`src/rtl/bp_axi4_mem_arbiter.sv`:
```
// bp_axi4_mem_arbiter
// Shares the single DRAM AXI4 manager port (m01_axi_*) between two AXI4
// requesters (s0_axi_*, s1_axi_*). Read and write channels are arbitrated
// independently. Each channel uses round-robin fairness and allows one
// outstanding transaction.
//
// Ports:
//   m01_axi_aclk / m01_axi_aresetn : clock, synchronous active-low reset
//   s0_axi_*, s1_axi_*              : requester-side AXI4 subordinate ports
//   m01_axi_*                       : shared DRAM-side AXI4 manager port
//   dbg_wr_state / dbg_rd_state     : current write / read FSM state
//   dbg_protocol_err                : sticky W-burst length violation flag
//
// Handshake semantics: a beat transfers on a rising edge where valid and ready
// are both 1. Valid never depends combinationally on ready from the same side.
// The arbiter forwards valid from the granted side, and it returns ready to the
// granted side only. Every other valid/ready output is held at 0.
module bp_axi4_mem_arbiter #(
    parameter int ADDR_WIDTH = 64,
    parameter int DATA_WIDTH = 128,
    parameter int ID_WIDTH   = 4
) (
    input  logic                    m01_axi_aclk,
    input  logic                    m01_axi_aresetn,
    // requester 0
    input  logic [ADDR_WIDTH-1:0]   s0_axi_awaddr,
    input  logic [ID_WIDTH-1:0]     s0_axi_awid,
    input  logic [7:0]              s0_axi_awlen,
    input  logic [2:0]              s0_axi_awsize,
    input  logic [1:0]              s0_axi_awburst,
    input  logic                    s0_axi_awvalid,
    output logic                    s0_axi_awready,
    input  logic [DATA_WIDTH-1:0]   s0_axi_wdata,
    input  logic [DATA_WIDTH/8-1:0] s0_axi_wstrb,
    input  logic                    s0_axi_wlast,
    input  logic                    s0_axi_wvalid,
    output logic                    s0_axi_wready,
    output logic                    s0_axi_bvalid,
    output logic [ID_WIDTH-1:0]     s0_axi_bid,
    output logic [1:0]              s0_axi_bresp,
    input  logic                    s0_axi_bready,
    input  logic [ADDR_WIDTH-1:0]   s0_axi_araddr,
    input  logic [ID_WIDTH-1:0]     s0_axi_arid,
    input  logic [7:0]              s0_axi_arlen,
    input  logic [2:0]              s0_axi_arsize,
    input  logic [1:0]              s0_axi_arburst,
    input  logic                    s0_axi_arvalid,
    output logic                    s0_axi_arready,
    output logic [DATA_WIDTH-1:0]   s0_axi_rdata,
    output logic [ID_WIDTH-1:0]     s0_axi_rid,
    output logic [1:0]              s0_axi_rresp,
    output logic                    s0_axi_rlast,
    output logic                    s0_axi_rvalid,
    input  logic                    s0_axi_rready,
    // requester 1
    input  logic [ADDR_WIDTH-1:0]   s1_axi_awaddr,
    input  logic [ID_WIDTH-1:0]     s1_axi_awid,
    input  logic [7:0]              s1_axi_awlen,
    input  logic [2:0]              s1_axi_awsize,
    input  logic [1:0]              s1_axi_awburst,
    input  logic                    s1_axi_awvalid,
    output logic                    s1_axi_awready,
    input  logic [DATA_WIDTH-1:0]   s1_axi_wdata,
    input  logic [DATA_WIDTH/8-1:0] s1_axi_wstrb,
    input  logic                    s1_axi_wlast,
    input  logic                    s1_axi_wvalid,
    output logic                    s1_axi_wready,
    output logic                    s1_axi_bvalid,
    output logic [ID_WIDTH-1:0]     s1_axi_bid,
    output logic [1:0]              s1_axi_bresp,
    input  logic                    s1_axi_bready,
    input  logic [ADDR_WIDTH-1:0]   s1_axi_araddr,
    input  logic [ID_WIDTH-1:0]     s1_axi_arid,
    input  logic [7:0]              s1_axi_arlen,
    input  logic [2:0]              s1_axi_arsize,
    input  logic [1:0]              s1_axi_arburst,
    input  logic                    s1_axi_arvalid,
    output logic                    s1_axi_arready,
    output logic [DATA_WIDTH-1:0]   s1_axi_rdata,
    output logic [ID_WIDTH-1:0]     s1_axi_rid,
    output logic [1:0]              s1_axi_rresp,
    output logic                    s1_axi_rlast,
    output logic                    s1_axi_rvalid,
    input  logic                    s1_axi_rready,
    // shared DRAM port
    output logic [ADDR_WIDTH-1:0]   m01_axi_awaddr,
    output logic [ID_WIDTH-1:0]     m01_axi_awid,
    output logic [7:0]              m01_axi_awlen,
    output logic [2:0]              m01_axi_awsize,
    output logic [1:0]              m01_axi_awburst,
    output logic                    m01_axi_awlock,
    output logic [3:0]              m01_axi_awcache,
    output logic [2:0]              m01_axi_awprot,
    output logic [3:0]              m01_axi_awqos,
    output logic [3:0]              m01_axi_awregion,
    output logic                    m01_axi_awvalid,
    input  logic                    m01_axi_awready,
    output logic [DATA_WIDTH-1:0]   m01_axi_wdata,
    output logic [DATA_WIDTH/8-1:0] m01_axi_wstrb,
    output logic                    m01_axi_wlast,
    output logic                    m01_axi_wvalid,
    input  logic                    m01_axi_wready,
    input  logic                    m01_axi_bvalid,
    input  logic [ID_WIDTH-1:0]     m01_axi_bid,
    input  logic [1:0]              m01_axi_bresp,
    output logic                    m01_axi_bready,
    output logic [ADDR_WIDTH-1:0]   m01_axi_araddr,
    output logic [ID_WIDTH-1:0]     m01_axi_arid,
    output logic [7:0]              m01_axi_arlen,
    output logic [2:0]              m01_axi_arsize,
    output logic [1:0]              m01_axi_arburst,
    output logic                    m01_axi_arlock,
    output logic [3:0]              m01_axi_arcache,
    output logic [2:0]              m01_axi_arprot,
    output logic [3:0]              m01_axi_arqos,
    output logic [3:0]              m01_axi_arregion,
    output logic                    m01_axi_arvalid,
    input  logic                    m01_axi_arready,
    input  logic [DATA_WIDTH-1:0]   m01_axi_rdata,
    input  logic [ID_WIDTH-1:0]     m01_axi_rid,
    input  logic [1:0]              m01_axi_rresp,
    input  logic                    m01_axi_rlast,
    input  logic                    m01_axi_rvalid,
    output logic                    m01_axi_rready,
    // debug
    output logic [1:0]              dbg_wr_state,
    output logic [1:0]              dbg_rd_state,
    output logic                    dbg_protocol_err
);

    typedef enum logic [1:0] {W_IDLE = 2'd0, W_ADDR = 2'd1, W_DATA = 2'd2, W_RESP = 2'd3} wr_state_t;
    typedef enum logic [1:0] {R_IDLE = 2'd0, R_ADDR = 2'd1, R_DATA = 2'd2} rd_state_t;

    wr_state_t  wr_state, wr_next;
    rd_state_t  rd_state, rd_next;
    logic       wr_gnt, wr_last, rd_gnt, rd_last;
    logic [7:0] beat_cnt;
    logic       protocol_err;
    logic       sel_awvalid, sel_wvalid, sel_bready, sel_arvalid, sel_rready;
    logic       aw_hs, w_hs, b_hs, ar_hs, r_hs;

    // Request fields follow the stored grant. They are don't-care while the
    // matching valid is low.
    assign m01_axi_awaddr  = wr_gnt ? s1_axi_awaddr  : s0_axi_awaddr;
    assign m01_axi_awid    = wr_gnt ? s1_axi_awid    : s0_axi_awid;
    assign m01_axi_awlen   = wr_gnt ? s1_axi_awlen   : s0_axi_awlen;
    assign m01_axi_awsize  = wr_gnt ? s1_axi_awsize  : s0_axi_awsize;
    assign m01_axi_awburst = wr_gnt ? s1_axi_awburst : s0_axi_awburst;
    assign m01_axi_wdata   = wr_gnt ? s1_axi_wdata   : s0_axi_wdata;
    assign m01_axi_wstrb   = wr_gnt ? s1_axi_wstrb   : s0_axi_wstrb;
    assign m01_axi_wlast   = wr_gnt ? s1_axi_wlast   : s0_axi_wlast;
    assign m01_axi_araddr  = rd_gnt ? s1_axi_araddr  : s0_axi_araddr;
    assign m01_axi_arid    = rd_gnt ? s1_axi_arid    : s0_axi_arid;
    assign m01_axi_arlen   = rd_gnt ? s1_axi_arlen   : s0_axi_arlen;
    assign m01_axi_arsize  = rd_gnt ? s1_axi_arsize  : s0_axi_arsize;
    assign m01_axi_arburst = rd_gnt ? s1_axi_arburst : s0_axi_arburst;

    assign m01_axi_awlock   = 1'b0;
    assign m01_axi_awcache  = 4'b0011;
    assign m01_axi_awprot   = 3'b000;
    assign m01_axi_awqos    = 4'b0000;
    assign m01_axi_awregion = 4'b0000;
    assign m01_axi_arlock   = 1'b0;
    assign m01_axi_arcache  = 4'b0011;
    assign m01_axi_arprot   = 3'b000;
    assign m01_axi_arqos    = 4'b0000;
    assign m01_axi_arregion = 4'b0000;

    // Response payloads go to both requesters. Only the granted one sees valid.
    assign s0_axi_bid   = m01_axi_bid;
    assign s1_axi_bid   = m01_axi_bid;
    assign s0_axi_bresp = m01_axi_bresp;
    assign s1_axi_bresp = m01_axi_bresp;
    assign s0_axi_rdata = m01_axi_rdata;
    assign s1_axi_rdata = m01_axi_rdata;
    assign s0_axi_rid   = m01_axi_rid;
    assign s1_axi_rid   = m01_axi_rid;
    assign s0_axi_rresp = m01_axi_rresp;
    assign s1_axi_rresp = m01_axi_rresp;
    assign s0_axi_rlast = m01_axi_rlast;
    assign s1_axi_rlast = m01_axi_rlast;

    assign sel_awvalid = wr_gnt ? s1_axi_awvalid : s0_axi_awvalid;
    assign sel_wvalid  = wr_gnt ? s1_axi_wvalid  : s0_axi_wvalid;
    assign sel_bready  = wr_gnt ? s1_axi_bready  : s0_axi_bready;
    assign sel_arvalid = rd_gnt ? s1_axi_arvalid : s0_axi_arvalid;
    assign sel_rready  = rd_gnt ? s1_axi_rready  : s0_axi_rready;

    // The m01 valids and readies are state-gated, so each handshake implies its phase.
    assign aw_hs = m01_axi_awvalid && m01_axi_awready;
    assign w_hs  = m01_axi_wvalid  && m01_axi_wready;
    assign b_hs  = m01_axi_bvalid  && m01_axi_bready;
    assign ar_hs = m01_axi_arvalid && m01_axi_arready;
    assign r_hs  = m01_axi_rvalid  && m01_axi_rready;

    // Write FSM: next state and channel gating.
    always_comb begin
        wr_next         = wr_state;
        m01_axi_awvalid = 1'b0;
        s0_axi_awready  = 1'b0;
        s1_axi_awready  = 1'b0;
        m01_axi_wvalid  = 1'b0;
        s0_axi_wready   = 1'b0;
        s1_axi_wready   = 1'b0;
        m01_axi_bready  = 1'b0;
        s0_axi_bvalid   = 1'b0;
        s1_axi_bvalid   = 1'b0;
        case (wr_state)
            W_IDLE: if (s0_axi_awvalid || s1_axi_awvalid) wr_next = W_ADDR;
            W_ADDR: begin
                m01_axi_awvalid = sel_awvalid;
                s0_axi_awready  = !wr_gnt && m01_axi_awready;
                s1_axi_awready  =  wr_gnt && m01_axi_awready;
                if (sel_awvalid && m01_axi_awready) wr_next = W_DATA;
            end
            W_DATA: begin
                m01_axi_wvalid = sel_wvalid;
                s0_axi_wready  = !wr_gnt && m01_axi_wready;
                s1_axi_wready  =  wr_gnt && m01_axi_wready;
                if (sel_wvalid && m01_axi_wready && m01_axi_wlast) wr_next = W_RESP;
            end
            W_RESP: begin
                m01_axi_bready = sel_bready;
                s0_axi_bvalid  = !wr_gnt && m01_axi_bvalid;
                s1_axi_bvalid  =  wr_gnt && m01_axi_bvalid;
                if (m01_axi_bvalid && sel_bready) wr_next = W_IDLE;
            end
            default: wr_next = W_IDLE;
        endcase
    end

    // Read FSM: next state and channel gating.
    always_comb begin
        rd_next         = rd_state;
        m01_axi_arvalid = 1'b0;
        s0_axi_arready  = 1'b0;
        s1_axi_arready  = 1'b0;
        m01_axi_rready  = 1'b0;
        s0_axi_rvalid   = 1'b0;
        s1_axi_rvalid   = 1'b0;
        case (rd_state)
            R_IDLE: if (s0_axi_arvalid || s1_axi_arvalid) rd_next = R_ADDR;
            R_ADDR: begin
                m01_axi_arvalid = sel_arvalid;
                s0_axi_arready  = !rd_gnt && m01_axi_arready;
                s1_axi_arready  =  rd_gnt && m01_axi_arready;
                if (sel_arvalid && m01_axi_arready) rd_next = R_DATA;
            end
            R_DATA: begin
                m01_axi_rready = sel_rready;
                s0_axi_rvalid  = !rd_gnt && m01_axi_rvalid;
                s1_axi_rvalid  =  rd_gnt && m01_axi_rvalid;
                if (m01_axi_rvalid && sel_rready && m01_axi_rlast) rd_next = R_IDLE;
            end
            default: rd_next = R_IDLE;
        endcase
    end

    // wr_last/rd_last hold the last requester served. Their reset value of 1
    // gives requester 0 the first tie.
    always_ff @(posedge m01_axi_aclk) begin
        if (!m01_axi_aresetn) begin
            wr_state     <= W_IDLE;
            rd_state     <= R_IDLE;
            wr_gnt       <= 1'b0;
            rd_gnt       <= 1'b0;
            wr_last      <= 1'b1;
            rd_last      <= 1'b1;
            beat_cnt     <= 8'd0;
            protocol_err <= 1'b0;
        end else begin
            wr_state <= wr_next;
            rd_state <= rd_next;
            if (wr_state == W_IDLE && (s0_axi_awvalid || s1_axi_awvalid))
                wr_gnt <= (s0_axi_awvalid && s1_axi_awvalid) ? ~wr_last : s1_axi_awvalid;
            if (rd_state == R_IDLE && (s0_axi_arvalid || s1_axi_arvalid))
                rd_gnt <= (s0_axi_arvalid && s1_axi_arvalid) ? ~rd_last : s1_axi_arvalid;
            if (aw_hs) beat_cnt <= m01_axi_awlen;
            // beat_cnt counts beats still owed after this one. wlast must
            // coincide with it reaching zero. Data passes through either way.
            if (w_hs) begin
                if (m01_axi_wlast != (beat_cnt == 8'd0)) protocol_err <= 1'b1;
                if (beat_cnt != 8'd0) beat_cnt <= beat_cnt - 8'd1;
            end
            if (b_hs) wr_last <= wr_gnt;
            if (r_hs && m01_axi_rlast) rd_last <= rd_gnt;
        end
    end

    // ar_hs is kept for symmetry with the write side and feeds the debug view.
    assign dbg_wr_state     = wr_state;
    assign dbg_rd_state     = (ar_hs && rd_state != R_ADDR) ? R_IDLE : rd_state;
    assign dbg_protocol_err = protocol_err;

endmodule

```
`config.mk`:
```
export PLATFORM = sky130hd
export DESIGN_NAME = bp_axi4_mem_arbiter
export DESIGN_NICKNAME = d
export VERILOG_FILES = /design/src/rtl/bp_axi4_mem_arbiter.sv
export SDC_FILE = /design/constraint.sdc
export NUM_CORES = 1
export LEC_CHECK = 0
export ABC_AREA = 0
export CAP_MARGIN = 15
export CELL_PAD_IN_SITES_DETAIL_PLACEMENT = 0
export CELL_PAD_IN_SITES_GLOBAL_PLACEMENT = 2
export CORE_AREA = 8 8 540 542
export DETAILED_ROUTE_END_ITERATION = 12
export DIE_AREA = 0 0 548 550
export HOLD_SLACK_MARGIN = 0.02
export MAX_ROUTING_LAYER = met4
export PLACE_DENSITY_LB_ADDON = 0.1
export SETUP_SLACK_MARGIN = 0.15
export SYNTH_ARGS = -nofsm -noshare
export SYNTH_HDL_FRONTEND = slang
export SYNTH_SLANG_ARGS = --single-unit
```
`constraint.sdc`:
```
create_clock -name m01_axi_aclk -period 1.8 [get_ports m01_axi_aclk]
set_input_delay 0.36 -clock m01_axi_aclk [delete_from_list [all_inputs] [get_ports m01_axi_aclk]]
set_output_delay 0.36 -clock m01_axi_aclk [all_outputs]
set_load 0.005 [all_outputs]
```
Word-level counts from Yosys, hierarchy flattened
Index checks and enable logic that the tools add are counted.
{"block": "word_totals", "register_bits": 17, "latch_bits": 0, "mem_bits_rw": 0, "rom_bits": 0, "input_bits": 772, "word_cells": 112, "mem_count": 0}
{"block": "classes", "addsub": 1, "mul": 0, "div": 0, "magnitude_cmp": 0, "eq_ne": 14, "shifts": 0, "n_mux": 48, "bitwise": 2, "reduce_logical": 39}
{"cell": "$mux W128", "n": 1}
{"cell": "$mux W64", "n": 2}
{"cell": "$mux W8", "n": 5}
{"cell": "$logic_and A1 B1 Y1", "n": 28}
{"cell": "$mux W1", "n": 23}
{"cell": "$mux W2", "n": 10}
{"cell": "$mux W16", "n": 1}
{"cell": "$ne A2 B2 Y1 const B", "n": 7}
{"cell": "$logic_not A8 Y1", "n": 1}
{"cell": "$mux W4", "n": 2}
{"cell": "$pmux W2 S4", "n": 1}
{"cell": "$reduce_bool A8 Y1", "n": 1}
{"cell": "$sub A8 B1 Y8 const B", "n": 1}
{"cell": "$eq A2 B2 Y1 const B", "n": 3}
{"cell": "$mux W3", "n": 2}
{"cell": "$pmux W2 S3", "n": 1}
{"cell": "$eq A2 B1 Y1 const B", "n": 2}
{"cell": "$logic_not A2 Y1", "n": 2}
{"cell": "$reduce_and A4 Y1", "n": 1}
{"cell": "$reduce_and A3 Y1", "n": 1}
{"cell": "$logic_not A1 Y1", "n": 2}
{"cell": "$logic_or A1 B1 Y1", "n": 2}
{"cell": "$ne A2 B1 Y1 const B", "n": 1}
{"cell": "$not A1 Y1", "n": 2}
{"cell": "2 further kinds", "n": 2}

Depth between registers and ports, before layout
{"block": "depth", "word_depth": 6, "ltp_mapped": 7, "mapped_depth_nobuf": 6}

Worst setup path after synthesis
Ideal clock, no wire load.
{"block": "synth_path", "path_kind": "reg-to-output", "startpoint": "register wr_gnt", "endpoint": "output port m01_axi_wdata[100]", "t_arrival_ps": 1423, "required_time_ps": 1440, "path_slack_ps": 17, "path_stages_with_launch": 6, "cell_sequence": "dfxtp_1 -> buf_2 -> buf_2 -> buf_2 -> buf_2 -> mux2_2"}
{"block": "synth_between", "elab_chain_cells": 1}
{"item": "start, declared", "line_no": "136", "rtl": "logic wr_gnt, wr_last, rd_gnt, rd_last;"}
{"item": "start signal, assigned", "line_no": "275", "rtl": "wr_gnt <= (s0_axi_awvalid && s1_axi_awvalid) ? ~wr_last : s1_axi_awvalid;"}
{"item": "$mux W128", "line_no": "149", "rtl": "assign m01_axi_wdata = wr_gnt ? s1_axi_wdata : s0_axi_wdata;"}
{"item": "end, declared", "line_no": "98", "rtl": "output logic [DATA_WIDTH-1:0] m01_axi_wdata,"}
Every way passes these cells.

Worst setup path after layout
{"block": "layout_path", "startpoint": "register wr_gnt", "endpoint": "output port m01_axi_wdata[92]"}
Same word-level chain as after synthesis.

==> results.yml <==
outcome:
  status: "finished with violations"
  violations: "negative setup slack"
global_route:
  grt.overflow.total: 0
  gr-usage-all-layers_pct: 9.272
  antenna_found_initial: 164
  grt_pass1_wl_mm: 169.1
  grt_max_degree: 17
  grt_pass1_vias: 11820
yosys:
  yosysTopAreaCell: "mux2_2"
  synth_edf_count: 0
  synth_cells: 816
  ys_types: 46
  synth_area_leaders: "mux2_2 48%, buf_4 33%, dfxtp_1 4.7%, buf_2 2.2%, ha_1 1.0%"
  synth_top_area_share_pct: 47.98
  synthArstFlopShare_pct: 0
  ys_warn_count: 0
  ys_seq_area_share_pct: 4.708
  ys_ff_latch: 17
  netlist_area_um2: 7229
  postSynthAreaPerCell_um2: 8.860
  yosys_most_used_dff: "dfxtp_1"
hold_path:
  hold_path.class: "reg2reg"
clock_network:
  ctsHoldBuffers: 0
  ctsHtreeMaxLevel: 1
  path_clk_slew_ns: 0.08
  clk_latency_ns: 0.29
  clock_sinks: 17
  tritoncts: "yes"
  clockBufferDepth: 2
  cts_root_buf: "clkbuf_16"
  cts_buffers: 3
floorplan:
  die-area_um2: 301400
  coreArea_um2: 283200
  rows: 196
  die_h_um: 550
  die_w_um: 548
  initial_core_util_pct: 2.552
  ios: 1413
finish:
  design_area_um2: 25960
  area_growth_pct: 259.1
  final_common_cell: "clkdlybuf4s50_1"
  num-nets-final: 2626
  layout_common_cells: "630 x clkdlybuf4s50_1, 399 x buf_6, 245 x mux2_4, 127 x buf_4"
  drive_above_1_share_pct: 57.44
worst_setup_path:
  path_cells: "buf_16 -> buf_12 -> buf_16 -> buf_8 -> buf_6 -> buf_6 -> mux2_4 -> buf_6"
  crit_buf_inv: 7
  crit_path_end_kind: "output pin"
  crit_top_cell: "buf_6"
  crit_path_start_kind: "register"
  critPathMaxFanout: 7
  critical_path.max_stage_delay_ns: 0.39
  cp.arrival_ns: 1.94
  crit_type: "reg2out"
  cpMaxStageDelayCell: "dfxtp_4"
  worstPathRequired_ns: 1.44
  cp_top_family: "buffers and inverters"
detailed_routing:
  routedWlPerCell_um: 25.44
  drtIter0Drc: 287
  vias: 10840
  antenna_left: 0
  viasPerCell: 1.900
  first_pass_iters: 4
  drcViolationCount: 0
  routed_wl_mm: 145.1
timing:
  worst_pin_slew_ns: 0.5184
  slew-limit-headroom_pct: 65.37
  timing.hold.ws_ns: 0.5311
  fmax_mhz: 434.8
  setup_viol: 333
  period_share_pct: 127.8
  rsz0062_at_grt: "yes"
  hold_viol: 0
  final_max_slew_viol_count: 0
  setup_slack_ns: -0.5001
  skew_ns: 0.01592
  tns_ns: -103.44
  fin_crit_ns: 2.300
pwr:
  clkPwrFrac_pct: 4.5
  p_seq_share_pct: 4.2
  powerDensity_nw_per_um2: 488.2
  pwr-share-comb_pct: 91.3
  p_int_mw: 8.162
  p_sw_share_pct: 35.60
  p_leak_nw: 9.674
  p_switching_mw: 4.512
  ir_worst_vdd_uv: 318.2
placed_design:
  globalplace.congestion: 0.7957
  place_ws_ns: -0.6892
  port_buffers: 960
  postPlaceCellArea_um2: 20420
  post-dp-hpwl_mm: 130.9
job:
  cap_violations: 0
==> registers in the layout, indices dropped and copies added, names as in the netlist <==
name and cells:
rd_gnt 1, wr_gnt 1, rd_last 1, dbg_wr_state 2, rd_state 2, wr_last 1
beat_cnt 8, dbg_protocol_err 1
==> final cells by class <==
type / count / area, um2
Antenna cell: 95 / 237.7
Inverter: 7 / 28.78
Tap cell: 3762 / 4707
Clock inverter: 1 / 7.507
Sequential cell: 17 / 352.8
Fill cell: 32840 / 257300
Clock buffer: 3 / 75.07
Multi-Input combinational cell: 467 / 5603
Timing Repair Buffer: 1352 / 14950
==> path summary, 6_finish.rpt <==
| path | from | to | slack, ns | cells after the start |
|---|---|---|---|---|
| max | wr_gnt | m01_axi_wdata[92] | -0.50 | 8 |
| min | dbg_protocol_err | dbg_protocol_err | 0.53 | 2 |
| max reg2reg | wr_gnt | beat_cnt[0] | -0.38 | 12 |
| min reg2reg | dbg_protocol_err | dbg_protocol_err | 0.53 | 2 |
==> repair_timing <==
| action | in CTS | in global routing |
|---|---|---|
| endpoints found under the setup margin | 341 | 336 |
| cloned | 24 | 2 |
| setup buffers | 152 | 90 |
| resized for setup | 1544 | 489 |
| pin swaps | 23 | 18 |
==> logic make-up (layout without fill, tap and decap cells) <==
logic type,Yosys count,in the layout,share of synthesized area (%)
AO/OA/AOI/OAI,40,40,4.136
adder cells (fa/ha/maj),6,6,1.038
flip-flops,17,17,4.708
AND/OR/NAND/NOR,74,74,5.435
multiplexers,314,314,48.81
XOR/XNOR,1,1,0.1212
buffers and inverters,362,1363,35.65
other,2,127,0.1039
==> cells in the mapped netlist (2+ instances only) <==
master / n
clkbuf_1: 3
mux2i_1: 6
nand2_1: 14
nor2b_1: 8
dfxtp_1: 17
a31oi_1: 9
inv_1: 7
buf_2: 32
nand4_1: 4
a211oi_1: 3
nand3_1: 9
a2111oi_0: 2
nor2_1: 17
mux2_2: 308
nor3_1: 4
ha_1: 6
buf_4: 314
a21boi_0: 2
and3_1: 5
o21ai_0: 6
o211ai_1: 3
conb_1: 2
a21oi_1: 3
and2_1: 3
a32oi_1: 3
buf_1: 6
==> tightest hold or removal path: stages, from the launching register on <==
cell and delay [ns]:
dfxtp_1 0.36, a31oi_1 0.05, nor2_1 0.09
==> per-layer routing <==
layer | part of all wire (%) | vias up | GRT usage (%)
li1 | - | 4716 | -
met2 | 49 | 1075 | 16.30
met3 | 14 | 168 | 5.735
met1 | 34 | 4879 | 8.798
met5 | 0 | - | -
met4 | 2.5 | 0 | 1.460
==> power groups by stage <==
stage	Combinational, mW	Clock (mW)	Sequential (mW)
floorplan	2.85	0	0.495
global placement	8.11	0	0.509
detailed placement	8.00	0	0.509
CTS	10.6	0.663	0.532
global route	12.3	0.641	0.540
finish	11.6	0.572	0.527
==> through the flow <==
| step | instances | power [mW] | util, % |
|---|---|---|---|
| floorplan | 846 | 3.348 | - |
| global placement | 5338 | 8.616 | 7.210 |
| detailed placement | 5338 | 8.511 | 7.210 |
| CTS | 5517 | 11.78 | 8.372 |
| global route | 5676 | 13.49 | 9.141 |
| finish | 5704 | 12.67 | 9.166 |
Note: power is estimated with default switching activity, not from simulation.
